File: config.mk
export PLATFORM = sky130hd
export DESIGN_NAME = imm_encode
export DESIGN_NICKNAME = d
export VERILOG_FILES = /design/src/rtl/imm_encode.sv
export SDC_FILE = /design/constraint.sdc
export NUM_CORES = 1
export LEC_CHECK = 0
export BUFFER_PORTS_ARGS = -buffer_cell sky130_fd_sc_hd__buf_2
export CAP_MARGIN = 25
export CORE_MARGIN = 8
export CORE_UTILIZATION = 47
export CTS_CLUSTER_DIAMETER = 150
export DETAILED_ROUTE_END_ITERATION = 6
export PLACE_DENSITY = 0.86
export SLEW_MARGIN = 20
export SYNTH_ARGS = -nofsm -noshare
export SYNTH_HDL_FRONTEND = slang
export SYNTH_SLANG_ARGS = --single-unit
File: constraint.sdc
create_clock -name clk -period 1.8 [get_ports clk]
set_input_delay 0.18 -clock clk [delete_from_list [all_inputs] [get_ports clk]]
set_output_delay 0.18 -clock clk [all_outputs]
set_load 0.1 [all_outputs]
File: src/rtl/imm_encode.sv
// imm_encode: inverse of the datapath immediate extractor.
// Packs a signed immediate into an instruction template for the
// I/S/B/J/U formats, or expands a load-immediate request into one addi
// or a lui/addi pair. One request per cycle on a valid/ready input and
// a registered valid/ready output stage.
module imm_encode (
    input  logic        clk,
    input  logic        reset,
    input  logic        in_valid,
    output logic        in_ready,
    input  logic [2:0]  immsrc,
    input  logic [31:0] base,
    input  logic [31:0] imm,
    output logic        out_valid,
    input  logic        out_ready,
    output logic [31:0] out_instr,
    output logic        out_err,
    output logic        out_last
);

    localparam logic [1:0] S_EMPTY = 2'd0;
    localparam logic [1:0] S_ONE   = 2'd1;
    localparam logic [1:0] S_LUI   = 2'd2;

    localparam logic [2:0] F_I  = 3'b000;
    localparam logic [2:0] F_S  = 3'b001;
    localparam logic [2:0] F_B  = 3'b010;
    localparam logic [2:0] F_J  = 3'b011;
    localparam logic [2:0] F_U  = 3'b100;
    localparam logic [2:0] F_LI = 3'b101;

    localparam logic [6:0] OP_IMM = 7'b0010011;
    localparam logic [6:0] OP_LUI = 7'b0110111;

    // Encoder result: first word to present, its error flag, whether a
    // second (addi) word follows, and that second word.
    typedef struct packed {
        logic [31:0] word;
        logic        err;
        logic        two;
        logic [31:0] tail;
    } enc_t;

    logic [1:0]  state;
    logic [31:0] held;
    enc_t        enc;
    logic        accept;

    // Representability: upper bits must be a pure sign extension.
    logic        fits12, fits13, fits21;
    logic [4:0]  rd;
    logic [19:0] hi20;

    assign fits12 = (imm[31:11] == {21{imm[11]}});
    assign fits13 = (imm[31:12] == {20{imm[12]}});
    assign fits21 = (imm[31:20] == {12{imm[20]}});
    assign rd     = base[11:7];
    // Upper part rounded so the sign-extended low 12 bits of the addi
    // bring the sum back to imm; equals (imm + 0x800) >> 12.
    assign hi20   = imm[31:12] + {19'd0, imm[11]};

    // Combinational encoding of the incoming request.
    always_comb begin
        enc      = '0;
        enc.word = base;
        unique case (immsrc)
            F_I: begin
                enc.word = {imm[11:0], base[19:0]};
                enc.err  = !fits12;
            end
            F_S: begin
                enc.word = {imm[11:5], base[24:12], imm[4:0], base[6:0]};
                enc.err  = !fits12;
            end
            F_B: begin
                enc.word = {imm[12], imm[10:5], base[24:12], imm[4:1], imm[11], base[6:0]};
                enc.err  = !fits13 || imm[0];
            end
            F_J: begin
                enc.word = {imm[20], imm[10:1], imm[11], imm[19:12], base[11:0]};
                enc.err  = !fits21 || imm[0];
            end
            F_U: begin
                enc.word = {imm[31:12], base[11:0]};
                enc.err  = (imm[11:0] != 12'd0);
            end
            F_LI: begin
                if (fits12) begin
                    enc.word = {imm[11:0], 5'd0, 3'b000, rd, OP_IMM};
                end else begin
                    enc.word = {hi20, rd, OP_LUI};
                    enc.two  = 1'b1;
                    enc.tail = {imm[11:0], rd, 3'b000, rd, OP_IMM};
                end
            end
            default: begin
                enc.word = base;
                enc.err  = 1'b1;
            end
        endcase
    end

    // Accept when empty, or when the final word is leaving this cycle.
    assign in_ready = !reset && ((state == S_EMPTY) || (state == S_ONE && out_ready));
    assign accept   = in_valid && in_ready;

    // Output stage: load a new encoding, advance lui->addi, or drain.
    always_ff @(posedge clk) begin
        if (reset) begin
            state     <= S_EMPTY;
            out_valid <= 1'b0;
            out_instr <= '0;
            out_err   <= 1'b0;
            out_last  <= 1'b0;
            held      <= '0;
        end else if (accept) begin
            state     <= enc.two ? S_LUI : S_ONE;
            out_valid <= 1'b1;
            out_instr <= enc.word;
            out_err   <= enc.err;
            out_last  <= !enc.two;
            held      <= enc.tail;
        end else if (out_ready) begin
            unique case (state)
                S_ONE: begin
                    state     <= S_EMPTY;
                    out_valid <= 1'b0;
                end
                S_LUI: begin
                    state     <= S_ONE;
                    out_instr <= held;
                    out_err   <= 1'b0;
                    out_last  <= 1'b1;
                end
                default: begin
                    state     <= S_EMPTY;
                    out_valid <= 1'b0;
                end
            endcase
        end
    end

endmodule

==> impl_metrics.json <==
{
  "gp_congestion": 0.958,
  "syn_area_um2": 3610,
  "clkTransAtPathRegs_ns": 0.12,
  "clock_power_share_pct": 25.1,
  "ys_seq_elements": 55,
  "fp.dieW_um": 104,
  "critical_path_arrival_ns": 2.01,
  "tns_ns": -0.00597,
  "viasPerCell": 6.13,
  "hold_viol": 0,
  "cp_common_cell": "buf_6",
  "p_int_mw": 2.07,
  "slew_headroom_pct": 55.9,
  "nFillCells": 615,
  "drtAntennaViolNets": 0,
  "clockRootBuffer": "clkbuf_8",
  "synth_cells": 464,
  "yosys.area_share.simple_pct": 22.7,
  "synth_compound_area_share_pct": 29.6,
  "worst_hold_slack_ns": 0.0898,
  "period_minus_slack_ns": 1.80,
  "p_per_area_nw_per_um2": 679,
  "dp_cells": 707,
  "drive_above_1_share_pct": 37.4,
  "grt_pass1_vias": 4467,
  "finalNetCount": 693,
  "grt_max_degree": 43,
  "synth_edf_count": 0,
  "dp_hpwl_um": 10300,
  "violations": "setup timing",
  "hold_buffers": 0,
  "io_pins": 107,
  "final-setup-viol-count": 2,
  "ys.flop_type": "dfxtp_1",
  "outcome": "complete, but fails checks",
  "hold_path.class": "input port to register",
  "wl_per_cell_um": 19.0,
  "crit_path_end_kind": "register",
  "finalPower_mw": 3.43,
  "switching_power_mw": 1.36,
  "grt_usage_pct": 24.3,
  "rsz0062_at_grt": "yes",
  "rows": 32,
  "leakagePower_nw": 2.18,
  "final_cells": 722,
  "crit_fanout": 6,
  "cpPeakStageDelay_ns": 0.54,
  "async_flop_share_pct": 0,
  "fp.dieH_um": 104,
  "seq_area_um2": 1100,
  "worst_slew_pin_slew_ns": 0.660,
  "max_cap_viol_count": 0,
  "yosysSeqAreaShare_pct": 30.5,
  "clock_path_buffers": 2,
  "drt_first_pass_iters": 7,
  "placement.io_buffers": 106,
  "cts_htree_levels": 2,
  "synthXorXnorAreaFrac_pct": 4.61,
  "overflow": 0,
  "synth_top_family_by_area": "compound AO/OA/AOI/OAI gates",
  "finalClockSkew_ns": 0.0268,
  "drc": 0,
  "crit_required_ns": 2.01,
  "cts_tree": "done",
  "core_area_um2": 7570,
  "antenna-diode-count": 0,
  "antenna_found_initial": 0,
  "multi_input_area_um2": 2490,
  "final_common_cell": "buf_2",
  "grt_pass1_wl_um": 22000,
  "yosys_warnings": 0,
  "drt_wl_total_um": 13700,
  "cts_sinks": 55,
  "synthMuxAreaShare_pct": 5.69,
  "fin_crit_sh_pct": 100,
  "synth.distinct_cells": 52,
  "clock_latency_ns": 0.32,
  "slew_violations": 0,
  "setup_ws_ns": -0.00335,
  "slowest_stage": "or4_4",
  "critical_path_class": "input port to register",
  "pwr-share-comb_pct": 36.3,
  "drt_iter0_drc": 496,
  "layout_common_cells": "buf_2 (104), buf_4 (71), dfxtp_1 (55)",
  "initial_core_util_pct": 47.7,
  "vdd.ir_drop.worst_mv": 0.435,
  "fmax_mhz": 555,
  "critPathLaunchType": "input port",
  "crit_chain": "buf_6 > or4_4 > nor3_4 > buf_6 > o2111ai_4 > mux2_4 > a21oi_2 > a2111oi_2",
  "vias": 4424,
  "power_switching_share_pct": 39.6,
  "final_core_util_pct": 66.8,
  "cts_made_buffers": 5,
  "synthAdderAreaFrac_pct": 1.04,
  "syn_nets": 538,
  "seq_power_share_pct": 38.6,
  "area_growth_pct": 40.1,
  "synth_area_per_cell_um2": 7.77,
  "die_area_um2": 10700
}
==> layout make-up <==
| type | count | share of cell area, % |
|---|---|---|
| multi-input combinational | 361 | 49.2 |
| timing repair buffer | 184 | 23.4 |
| sequential | 55 | 21.8 |
| tap | 102 | 2.53 |
| clock buffer | 6 | 1.44 |
| inverter | 12 | 0.892 |
| clock inverter | 2 | 0.768 |
==> sequential cells by signal (all words and copies together), names as in the netlist <==
signal     cells
out_valid      1
out_instr     32
held          18
out_last       1
out_err        1
state          2
==> kinds of logic (layout without fill, tap and decap cells) <==
logic type / after synthesis / count (layout)
AO/OA/AOI/OAI: 149 / 150
AND/OR/NAND/NOR: 168 / 169
adder cells (fa/ha/maj): 3 / 3
XOR/XNOR: 19 / 19
flip-flops: 55 / 55
buffers and inverters: 50 / 204
multiplexers: 20 / 20
==> path summary, 6_finish.rpt <==
check	slack, ns	cells after the start	startpoint	end
max	-0.003	8	imm[24]	out_instr[27]$_SDFFE_PP0P_
min	0.09	2	base[11]	held[19]$_SDFFE_PP0P_
max reg2reg	0.10	6	state[1]$_SDFFE_PP0N_	out_instr[31]$_SDFFE_PP0P_
min reg2reg	0.46	2	held[4]$_SDFFE_PP0P_	held[4]$_SDFFE_PP0P_
==> stage by stage <==
step	area, µm²	worst slack, ns
global placement	4720	-0.323
floorplan	3660	-0.159
global route	5050	-0.0437
CTS	4940	-0.0227
finish	5050	-0.00335
detailed placement	4720	-0.396
==> power by group through the flow <==
stage / clock network [mW] / registers (mW) / logic (mW)
after floorplan: 0 / 1.77 / 0.379
after global placement: 0 / 1.35 / 1.18
after detailed placement: 0 / 1.35 / 1.19
after CTS: 0.859 / 1.32 / 1.21
after global routing: 0.904 / 1.33 / 1.31
final: 0.859 / 1.32 / 1.25
==> worst max-delay path, delay by kind of cell <==
family	cells	cell delay [ns]
AOI/OAI and AO/OA	3	0.41
buffers and inverters	2	0.24
muxes	1	0.37
and+or+nand+nor	2	0.81
==> cell usage after synthesis, types with 3 or more instances <==
cell type,count,area share (%)
a22oi_1,10,2.1
nand2_1,44,4.6
nand2b_1,5,0.87
inv_1,10,1.0
buf_1,3,0.31
o21ai_0,24,3.3
or4_1,3,0.62
a2111oi_0,5,1.2
buf_2,6,0.83
or3_1,3,0.52
dfxtp_1,55,31
and4_1,3,0.73
o22ai_1,7,1.2
and2_1,4,0.69
nand3_1,12,1.7
nor2b_1,3,0.52
mux2_2,4,1.2
clkbuf_1,27,2.8
nand4_1,11,1.9
xnor2_1,14,3.4
nor4_1,8,1.4
ha_1,3,1.0
o221ai_1,4,0.97
and3_1,5,0.87
xor2_1,5,1.2
nor2_1,49,5.1
nor3_1,13,1.8
a211oi_1,11,2.3
a22o_1,14,3.4
a221oi_1,18,4.4
mux2i_1,16,4.4
a31oi_1,7,1.2
a21oi_1,32,4.4
==> metal layers <==
| layer | track usage (%) | share of wire [%] | vias to the layer above |
|---|---|---|---|
| li1 | - | - | 2060 |
| met1 | 29.7 | 41 | 2061 |
| met2 | 41.0 | 48 | 265 |
| met3 | 4.52 | 8.5 | 38 |
| met4 | 9.55 | 2.5 | 0 |
| met5 | 0 | 0 | - |
==> repair_timing <==
item                                    4_1_cts  5_1_grt
endpoints found under the setup margin       19       32
pin swaps                                     5       11
gates cloned                                  1        1
buffers inserted                              4        1
resized for setup                            16       24
Note: power is estimated with default switching activity, not from simulation.
